===== src/rtl/usi_uart_master_bridge.sv =====
// UART-to-USI bus master: decodes 8N1 command frames into single USI write/read cycles
// and returns ACK/NAK plus read data over UART TX.
module usi_uart_master_bridge #(
  parameter int pClkDiv          = 868,
  parameter int pBusAdrsBit      = 16,
  parameter int pBusSlaveConnect = 9,
  parameter int pRdTimeout       = 255
) (
  input  logic                        iSysClk,
  input  logic                        iSysRst,
  input  logic                        iUartRx,
  output logic                        oUartTx,
  output logic [31:0]                 oMUsiWd,
  output logic [pBusAdrsBit-1:0]      oMUsiAdrs,
  output logic                        oMUsiWEd,
  output logic                        oMUsiREd,
  input  logic [31:0]                 iMUsiRd,
  input  logic [pBusSlaveConnect-1:0] iMUsiVd,
  output logic                        oBusy
);
  localparam int CW = $clog2(pClkDiv);
  localparam int TW = $clog2(pRdTimeout + 1);
  localparam logic [CW-1:0] BIT_END  = CW'(pClkDiv - 1);
  localparam logic [CW-1:0] HALF_END = CW'(pClkDiv / 2 - 1);
  localparam logic [TW-1:0] TMO_END  = TW'(pRdTimeout - 1);

  localparam logic [1:0] RX_IDLE = 2'd0, RX_START = 2'd1, RX_DATA = 2'd2, RX_STOP = 2'd3;

  localparam logic [3:0] P_IDLE = 4'd0, P_ADRH = 4'd1, P_ADRL = 4'd2, P_D3 = 4'd3,
                         P_D2 = 4'd4, P_D1 = 4'd5, P_D0 = 4'd6, P_BUSW = 4'd7,
                         P_BUSR = 4'd8, P_WAITV = 4'd9, P_RESP = 4'd10;

  localparam logic [7:0] OP_WR = 8'h57, OP_RD = 8'h52, ACK = 8'h06, NAK = 8'h15;

  // RX synchroniser; rx_s3_q is the previous synchronised sample for edge detection
  logic rx_s1_q, rx_s2_q, rx_s3_q;
  logic [1:0]    rx_st_q, rx_st_d;
  logic [CW-1:0] rx_cnt_q, rx_cnt_d;
  logic [2:0]    rx_bit_q, rx_bit_d;
  logic [7:0]    rx_sh_q, rx_sh_d;
  logic          rx_valid, rx_ferr;

  always_comb begin
    rx_st_d  = rx_st_q;
    rx_cnt_d = rx_cnt_q;
    rx_bit_d = rx_bit_q;
    rx_sh_d  = rx_sh_q;
    case (rx_st_q)
      RX_IDLE: if (rx_s3_q && !rx_s2_q) begin
        rx_st_d  = RX_START;
        rx_cnt_d = '0;
      end
      RX_START: if (rx_cnt_q == HALF_END) begin
        rx_cnt_d = '0;
        rx_bit_d = '0;
        rx_st_d  = rx_s2_q ? RX_IDLE : RX_DATA;
      end else rx_cnt_d = rx_cnt_q + 1'b1;
      RX_DATA: if (rx_cnt_q == BIT_END) begin
        rx_cnt_d = '0;
        rx_sh_d  = {rx_s2_q, rx_sh_q[7:1]};
        if (rx_bit_q == 3'd7) rx_st_d = RX_STOP;
        else rx_bit_d = rx_bit_q + 1'b1;
      end else rx_cnt_d = rx_cnt_q + 1'b1;
      default: if (rx_cnt_q == BIT_END) rx_st_d = RX_IDLE;
               else rx_cnt_d = rx_cnt_q + 1'b1;
    endcase
  end

  assign rx_valid = (rx_st_q == RX_STOP) && (rx_cnt_q == BIT_END) &&  rx_s2_q;
  assign rx_ferr  = (rx_st_q == RX_STOP) && (rx_cnt_q == BIT_END) && !rx_s2_q;

  // Parser / bus side
  logic [3:0]             ps_q, ps_d;
  logic                   is_wr_q, is_wr_d;
  logic [7:0]             adr_hi_q, adr_hi_d;
  logic [23:0]            wd_sh_q, wd_sh_d;
  logic [pBusAdrsBit-1:0] adrs_q, adrs_d;
  logic [31:0]            wd_q, wd_d;
  logic [TW-1:0]          tmo_q, tmo_d;
  logic [39:0]            resp_q, resp_d;
  logic [2:0]             resp_n_q, resp_n_d;
  logic                   busy_q, busy_d;

  // TX: 10-bit frame shifter, idles all-ones so bit 0 is the line
  logic [9:0]    tx_sh_q, tx_sh_d;
  logic [CW-1:0] tx_cnt_q, tx_cnt_d;
  logic [3:0]    tx_bit_q, tx_bit_d;
  logic          tx_act_q, tx_act_d;
  logic          tx_done, tx_free, tx_load;

  assign tx_done = tx_act_q && (tx_cnt_q == BIT_END) && (tx_bit_q == 4'd9);
  assign tx_free = !tx_act_q || tx_done;
  assign tx_load = (ps_q == P_RESP) && (resp_n_q != 3'd0) && tx_free;

  always_comb begin
    tx_sh_d  = tx_sh_q;
    tx_cnt_d = tx_cnt_q;
    tx_bit_d = tx_bit_q;
    tx_act_d = tx_act_q;
    if (tx_load) begin
      tx_sh_d  = {1'b1, resp_q[39:32], 1'b0};
      tx_cnt_d = '0;
      tx_bit_d = '0;
      tx_act_d = 1'b1;
    end else if (tx_act_q) begin
      if (tx_cnt_q == BIT_END) begin
        tx_cnt_d = '0;
        tx_sh_d  = {1'b1, tx_sh_q[9:1]};
        if (tx_bit_q == 4'd9) tx_act_d = 1'b0;
        else tx_bit_d = tx_bit_q + 1'b1;
      end else tx_cnt_d = tx_cnt_q + 1'b1;
    end
  end

  always_comb begin
    ps_d     = ps_q;
    is_wr_d  = is_wr_q;
    adr_hi_d = adr_hi_q;
    wd_sh_d  = wd_sh_q;
    adrs_d   = adrs_q;
    wd_d     = wd_q;
    tmo_d    = tmo_q;
    resp_d   = resp_q;
    resp_n_d = resp_n_q;
    busy_d   = busy_q;
    case (ps_q)
      P_IDLE: if (rx_valid) begin
        busy_d = 1'b1;
        if (rx_sh_q == OP_WR || rx_sh_q == OP_RD) begin
          is_wr_d = (rx_sh_q == OP_WR);
          ps_d    = P_ADRH;
        end else begin
          resp_d   = {NAK, 32'h0};
          resp_n_d = 3'd1;
          ps_d     = P_RESP;
        end
      end
      P_ADRH, P_ADRL, P_D3, P_D2, P_D1, P_D0: begin
        if (rx_ferr) begin
          ps_d   = P_IDLE;
          busy_d = 1'b0;
        end else if (rx_valid) begin
          case (ps_q)
            P_ADRH: begin adr_hi_d = rx_sh_q; ps_d = P_ADRL; end
            P_ADRL: begin
              adrs_d = pBusAdrsBit'({adr_hi_q, rx_sh_q});
              ps_d   = is_wr_q ? P_D3 : P_BUSR;
            end
            P_D0: begin wd_d = {wd_sh_q, rx_sh_q}; ps_d = P_BUSW; end
            default: begin wd_sh_d = {wd_sh_q[15:0], rx_sh_q}; ps_d = ps_q + 1'b1; end
          endcase
        end
      end
      P_BUSW: begin
        resp_d   = {ACK, 32'h0};
        resp_n_d = 3'd1;
        ps_d     = P_RESP;
      end
      P_BUSR: begin
        tmo_d = '0;
        ps_d  = P_WAITV;
      end
      P_WAITV: if (|iMUsiVd) begin
        resp_d   = {ACK, iMUsiRd};
        resp_n_d = 3'd5;
        ps_d     = P_RESP;
      end else if (tmo_q == TMO_END) begin
        resp_d   = {NAK, 32'h0};
        resp_n_d = 3'd1;
        ps_d     = P_RESP;
      end else tmo_d = tmo_q + 1'b1;
      default: if (tx_load) begin
        resp_d   = {resp_q[31:0], 8'h0};
        resp_n_d = resp_n_q - 1'b1;
      end else if (resp_n_q == 3'd0 && tx_free) begin
        ps_d   = P_IDLE;
        busy_d = 1'b0;
      end
    endcase
  end

  always_ff @(posedge iSysClk or negedge iSysRst) begin
    if (!iSysRst) begin
      rx_s1_q  <= 1'b1;
      rx_s2_q  <= 1'b1;
      rx_s3_q  <= 1'b1;
      rx_st_q  <= RX_IDLE;
      rx_cnt_q <= '0;
      rx_bit_q <= '0;
      rx_sh_q  <= '0;
      ps_q     <= P_IDLE;
      is_wr_q  <= 1'b0;
      adr_hi_q <= '0;
      wd_sh_q  <= '0;
      adrs_q   <= '0;
      wd_q     <= '0;
      tmo_q    <= '0;
      resp_q   <= '0;
      resp_n_q <= '0;
      busy_q   <= 1'b0;
      tx_sh_q  <= '1;
      tx_cnt_q <= '0;
      tx_bit_q <= '0;
      tx_act_q <= 1'b0;
    end else begin
      rx_s1_q  <= iUartRx;
      rx_s2_q  <= rx_s1_q;
      rx_s3_q  <= rx_s2_q;
      rx_st_q  <= rx_st_d;
      rx_cnt_q <= rx_cnt_d;
      rx_bit_q <= rx_bit_d;
      rx_sh_q  <= rx_sh_d;
      ps_q     <= ps_d;
      is_wr_q  <= is_wr_d;
      adr_hi_q <= adr_hi_d;
      wd_sh_q  <= wd_sh_d;
      adrs_q   <= adrs_d;
      wd_q     <= wd_d;
      tmo_q    <= tmo_d;
      resp_q   <= resp_d;
      resp_n_q <= resp_n_d;
      busy_q   <= busy_d;
      tx_sh_q  <= tx_sh_d;
      tx_cnt_q <= tx_cnt_d;
      tx_bit_q <= tx_bit_d;
      tx_act_q <= tx_act_d;
    end
  end

  assign oUartTx   = tx_sh_q[0];
  assign oMUsiWd   = wd_q;
  assign oMUsiAdrs = adrs_q;
  assign oMUsiWEd  = (ps_q == P_BUSW);
  assign oMUsiREd  = (ps_q == P_BUSR);
  assign oBusy     = busy_q;
endmodule


===== config.mk =====
export PLATFORM = sky130hd
export DESIGN_NAME = usi_uart_master_bridge
export DESIGN_NICKNAME = d
export VERILOG_FILES = /design/src/rtl/usi_uart_master_bridge.sv
export SDC_FILE = /design/constraint.sdc
export NUM_CORES = 1
export LEC_CHECK = 0
export BUFFER_PORTS_ARGS = -buffer_cell sky130_fd_sc_hd__buf_4
export CORE_ASPECT_RATIO = 1.2
export CORE_UTILIZATION = 59
export CTS_CLUSTER_SIZE = 30
export DETAILED_ROUTE_END_ITERATION = 7
export PLACE_DENSITY = 0.76
export SLEW_MARGIN = 20
export SYNTH_ARGS = -nofsm -noshare
export SYNTH_HDL_FRONTEND = slang
export SYNTH_SLANG_ARGS = --single-unit

===== constraint.sdc =====
create_clock -name iSysClk -period 2.75 [get_ports iSysClk]
set_input_delay 0.4125 -clock iSysClk [delete_from_list [all_inputs] [get_ports iSysClk]]
set_output_delay 0.4125 -clock iSysClk [all_outputs]
set_load 0.01 [all_outputs]

==> results of run 1 <==
flip-flops by register name, summed over array words and instances, names as in the netlist, 3 cells and up:
signal	flops
tx_sh_q	9
rx_cnt_q	10
rx_bit_q	3
resp_n_q	3
adr_hi_q	8
tx_cnt_q	10
tmo_q	8
tx_bit_q	4
resp_q	40
oMUsiWd	32
ps_q	4
rx_sh_q	8
wd_sh_q	24
oMUsiAdrs	16
how the worst max path moves through the flow:
stage	start	end	slack, ns	cells after the start
after floorplan	resp_n_q[0]$_DFFE_PN0P_	resp_q[10]$_DFFE_PN0P_	0.48	10
after global routing	rx_cnt_q[0]$_DFFE_PN0P_	resp_n_q[0]$_DFFE_PN0P_	0.05	8
final	rx_cnt_q[3]$_DFFE_PN0P_	resp_n_q[0]$_DFFE_PN0P_	0.19	7
after CTS	ps_q[0]$_DFFE_PN0P_	resp_n_q[0]$_DFFE_PN0P_	0.19	8
after global placement	ps_q[0]$_DFFE_PN0P_	resp_n_q[0]$_DFFE_PN0P_	0.28	8
after detailed placement	ps_q[0]$_DFFE_PN0P_	resp_n_q[0]$_DFFE_PN0P_	0.20	8
cells in the mapped netlist (all sizes together) (9+ instances only):
cell type / instances
ha: 20
and3: 9
dfrtp: 175
nand2: 40
buf: 21
a21oi: 44
mux2: 94
a22oi: 24
mux2i: 13
inv: 29
o21ai: 52
nand3: 28
nor2: 64
a22o: 17
dfstp: 12
clkbuf: 15
xor2: 9
metal layers:
metal | vias up | track usage (%) | routed length [um]
met5 | - | 0 | 0
met1 | 3101 | 32.2 | 7700
met4 | 0 | 7.93 | 223
met2 | 169 | 44.7 | 9570
li1 | 2874 | - | -
met3 | 20 | 5.38 | 792
metrics by stage:
step	total power (W)	util [%]	std cells	setup slack (ns)	hold slack, ns
4_1_cts	0.00598	72.2	1026	0.191	0.0840
5_1_grt	0.00617	72.2	1026	0.0457	0.0777
2_1_floorplan	0.00333	-	747	0.485	0.117
6_report	0.00595	72.2	1026	0.192	0.0939
3_3_place_gp	0.00351	67.9	993	0.284	0.347
3_5_place_dp	0.00356	67.9	993	0.196	0.355
power by group through the flow:
stage	logic, W	clock network, W	registers [W]
floorplan	0.000408	0	0.00292
global placement	0.000581	0	0.00293
detailed placement	0.000622	0	0.00294
CTS	0.000627	0.00246	0.00289
global route	0.000698	0.00258	0.00290
finish	0.000627	0.00243	0.00289
cells by family (layout without fill, tap and decap cells):
group | Yosys count | in the layout
simple gates | 188 | 188
flops | 187 | 187
compound gates | 171 | 171
mux | 107 | 107
buf+inv | 65 | 173
fa+ha+maj | 20 | 20
xor+xnor | 9 | 9
what timing repair did:
| item | CTS | global route |
|---|---|---|
| setup buffers | 0 | 0 |
| setup endpoints to repair | 0 | 7 |
| endpoints found under the hold margin | 6 | 0 |
| hold buffers | 1 | 0 |
| gates resized for setup | 0 | 1 |
area by class of cell:
class / instances / area, sq um / share of cell area (%)
tap: 171 / 214 / 2.12
inverter: 29 / 109 / 1.08
clock inverter: 15 / 163 / 1.61
timing repair buffer: 112 / 885 / 8.75
sequential: 187 / 4690 / 46.4
multi-input combinational: 495 / 3620 / 35.8
clock buffer: 17 / 425 / 4.21
==> impl_results.md, run 1 <==
- Arr. time, crit path: 2.87 ns
- Post-synthesis simple-gate area fraction: 11.1%
- Reg2Reg Depth: 7
- Share of total power in the clock network: 40.9%
- GRT overflow: 0
- Initial Util: 61.4%
- Combinational fraction of design power: 10.5%
- Initial DRT Pass Iterations: 8
- Hold Fails Final Rpt: 0
- Bufs and invs on worst path: 1
- Mux share of post-synthesis cell area: 13.8%
- Switch share: 25.4%
- Setup crit start kind: register
- Number of setup violations in the final report: 0
- Largest family of logic cells by synthesized area: multiplexers
- TritonCTS clock tree: built
- Post-Syn Nets: 811
- CTS Sinks: 187
- Crit-path cells: or3b_1 > nor4_2 > nor2_1 > a2111oi_4 > buf_12 > nand3_1 > o21a_1
- Top delay family on crit path: simple AND/OR/NAND/NOR gates
- Sum Neg Setup Slack: 0 ns
- Slew margin rel.: 58.4%
- Crit share post-route: 93.0%
- Vias per inst: 6.01
- Die Span Y: 134 um
- Outcome: finished with violations
- Asr flop ratio synth: 100%
- Largest net degree at the start of global routing: 87
- Full die area: 0.0150 sq mm
- Reg2reg start: rx_cnt_q[3]$_DFFE_PN0P_
- Post-Syn Area per Cell: 11.5 sq um
- Most common cell after layout, fill and taps aside: dfrtp_1
- Violated checks: DRC
- DR WL/cell: 17.8 um
- R2R Setup Slk: 0.19 ns
- Mapped Cells: 747
- Synth warn: 0
- Crit end category: register
- Synthesized cell area: 0.00859 sq mm
- Switching Power: 0.00151 W
- Max Cap Viol: 0
- Setup CP Type: register to register
- GP Congestion: 0.856
- Clock tree buffer depth: 2
- Worst r2r dst: resp_n_q[0]$_DFFE_PN0P_
- P per Cell Area: 588 mW/mm^2
- NumNets Final: 906
- Sequential share of power: 48.6%
- Commonest non-fill, non-tap cells in the layout: 175 x dfrtp_1, 107 x buf_4, 76 x mux2_2
- P_int: 0.00443 W
- Fin Clk Skew: 0.0114 ns
- Top cell type's share of synthesized area: 51.0%
- Antenna-violating nets left: 0
- Number of global-route vias before repair: 6,240
- Slew @ Worst Pin: 0.618 ns
- Placed instance area: 0.00951 sq mm
- Core footprint: 0.0140 sq mm
- Total leakage power: 4.97 nW
- Synth Area in XOR/XNOR: 0.918%
- Worst skew pair latency: 0.43 ns
- DRC: 4
- Unrepaired setup endpoints after global routing: false
- Post-synth top flop: dfrtp_1
- Worst hold start: iUartRx
- Proportion of layout cells with a drive suffix above 1: 28.5%
- H-tree Lvls: 4
- Worst VDD drop: 0.560 mV
- # diodes: 0
- Hold path endpoint: rx_s1_q$_DFF_PN1_
- Post-synthesis compound-gate area fraction: 13.2%
- Port-buffer cells: 95
- Final min period: 2.56 ns
- Synth Area in Adders: 2.91%
- Routed via count: 6,164
- First-pass GRT wire length: 30.4 mm
- CTS Root Cell: clkbuf_16
- Area leader, netlist: dfrtp_1
- EDFF count, synth: 0
- Area growth from synthesis to layout: 17.7%
- Hold WC Path Type: input pin to register
- Initial antenna violation count: 0
- Worst endpoint required time: 3.06 ns
- Total GRT Usage: 25.6%
- Clock Pin Slew Worst Setup and Hold Paths: 0.07 ns
- FF+latch count, synth: 187
- Sequential fraction of the synthesis area: 54.7%
- Total CTS buffers: 17
- # IOs: 96
- Final wirelength: 18.3 mm
- CP max-delay cell: or3b_1
- Area contributors post-synth: dfrtp_1 51%, mux2_2 10%, dfstp_2 3.7%, ha_1 2.9%, o21ai_0 2.9%
- Final-layout fill cell count: 985
- Slew Limit Fails: 0
- Design Area, Final: 0.0101 sq mm
- Hold depth: 1
- Detailed Route Iter0 Violations: 341
- Cell variety after synth: 64
- Critical Path Max Stage Delay: 0.47 ns
- Fmax: 0.391 GHz
- Die width: 112 um
- Max Fanout on Critical Path: 86
- Detail Placement HPWL: 12.6 mm
- Num rows: 47
Power figures use the tool's default switching activity.
==> run 2: changes to the inputs <==
- CORE_UTILIZATION: 59 -> 47
- PLACE_DENSITY: 0.76 -> 0.62
- RECOVER_POWER: not set -> 25
==> impl_results.md, run 2 (synthesis results as in run 1) <==
- Clock Pin Slew Worst Setup and Hold Paths: 0.08 ns
- First-pass GRT wire length: 30.7 mm
- Total leakage power: 4.98 nW
- Unrepaired setup endpoints after global routing: false
- Detailed Route Iter0 Violations: 308
- Hold WC Path Type: input pin to register
- Metal2 WL: 9.15 mm
- H-tree Lvls: 4
- Met1 wire length: 8.07 mm
- Placed instance area: 0.00962 sq mm
- TritonCTS clock tree: built
- Num rows: 53
- Crit share post-route: 89.4%
- GP Congestion: 0.837
- Hold depth: 1
- Setup crit start kind: register
- Max reg flops: 40
- R2R Setup Slk: 0.29 ns
- CTS Hold Bufs: 0
- Reg2reg start: ps_q[3]$_DFFE_PN0P_
- Initial Util: 48.5%
- Max Fanout on Critical Path: 86
- CP max-delay cell: dfrtp_1
- Final setup margin: 0.291 ns
- # diodes: 0
- Number of setup violations in the final report: 0
- Post-CTS Setup Inserts: 0
- Worst r2r dst: resp_n_q[0]$_DFFE_PN0P_
- Port-buffer cells: 95
- Fmax: 0.407 GHz
- Clock tree buffer depth: 2
- Initial DRT Pass Iterations: 8
- Commonest non-fill, non-tap cells in the layout: 175 x dfrtp_1, 108 x buf_4, 76 x mux2_2
- Hold path endpoint: rx_s1_q$_DFF_PN1_
- Setup CP Type: register to register
- DR WL/cell: 16.8 um
- Final min period: 2.46 ns
- Top Layer Used: met4
- Bufs and invs on worst path: 1
- Total GRT Usage: 20.5%
- Vias per inst: 5.62
- Number of global-route vias before repair: 6,137
- Slew margin rel.: -22.2%
- Routed via count: 6,056
- CTS resizes: 0
- Fin Clk Skew: 0.0164 ns
- Die Span Y: 150 um
- Crit end category: register
- Critical Path Max Stage Delay: 0.65 ns
- Die width: 125 um
- Initial antenna violation count: 0
- # IOs: 96
- P per Cell Area: 585 mW/mm^2
- CTS Root Cell: clkbuf_16
- Top delay family on crit path: compound AO/OA/AOI/OAI gates
- Sum Neg Setup Slack: 0 ns
- Slew @ Worst Pin: 1.83 ns
- Violated checks: DRC, capacitance limit, slew limit
- Worst skew pair latency: 0.44 ns
- Pre-CTS setup slack: 0.291 ns
- Design Area, Final: 0.0102 sq mm
- Hold Fails Final Rpt: 0
- Total CTS buffers: 17
- Final core utilization: 57.7%
- Core footprint: 0.0177 sq mm
- Reg2Reg Depth: 7
- Most flops, register: resp_q
- Proportion of layout cells with a drive suffix above 1: 28.6%
- Most common cell after layout, fill and taps aside: dfrtp_1
- Antenna-violating nets left: 0
- Detail Placement HPWL: 12.4 mm
- DRC: 6
- Worst VDD drop: 0.500 mV
- GRT overflow: 0
- Final wirelength: 18.1 mm
- Worst endpoint required time: 3.07 ns
- Full die area: 0.0188 sq mm
- Outcome: finished with violations
- CTS Sinks: 187
- NumNets Final: 909
- Area growth from synthesis to layout: 18.9%
- Largest net degree at the start of global routing: 87
- Crit-path cells: nor2b_1 > nand3b_1 > a21o_1 > a2111oi_4 > buf_12 > nand3_1 > o21a_1
- Arr. time, crit path: 2.78 ns
- Worst hold start: iUartRx
- Fin Hold WS: 0.0833 ns
- Met3 Wirelength: 600 um
- Max Cap Viol: 1
- Slew Limit Fails: 72
-- run 2: final cells by class --
class	count	area, sq um
Tap cell	220	275
Timing Repair Buffer	115	892
Clock inverter	15	195
Inverter	29	109
Clock buffer	17	425
Sequential cell	187	4690
Multi-Input combinational cell	495	3620
Fill cell	1497	7500
-- run 2: report_power, final --
part / internal [W] / switching (W)
Sequential: 0.00282 / 0.0000639
Clock: 0.00124 / 0.00123
Combinational: 0.000252 / 0.000368
Total: 0.00432 / 0.00166
-- run 2: through the flow --
stage	instances	total power, W
after floorplan	747	0.00333
after global placement	1046	0.00352
after detailed placement	1046	0.00356
after CTS	1078	0.00604
after global routing	1078	0.00623
final	1078	0.00598
-- run 2: worst max path at each step --
stage,start,end,slack (ns),cells after the start
after global routing,ps_q[3]$_DFFE_PN0P_,resp_n_q[2]$_DFFE_PN0P_,0.04,7
final,ps_q[3]$_DFFE_PN0P_,resp_n_q[0]$_DFFE_PN0P_,0.29,7
after floorplan,resp_n_q[0]$_DFFE_PN0P_,resp_q[10]$_DFFE_PN0P_,0.48,10
after CTS,rx_cnt_q[0]$_DFFE_PN0P_,resp_n_q[0]$_DFFE_PN0P_,0.27,8
after detailed placement,rx_cnt_q[0]$_DFFE_PN0P_,resp_n_q[0]$_DFFE_PN0P_,0.29,8
after global placement,rx_cnt_q[3]$_DFFE_PN0P_,resp_n_q[0]$_DFFE_PN0P_,0.31,7
-- run 2: routing by layer --
layer,track usage (%),vias up
met2,35.7,96
met1,25.8,3052
met4,7.07,0
met5,0,-
li1,-,2888
met3,3.68,20
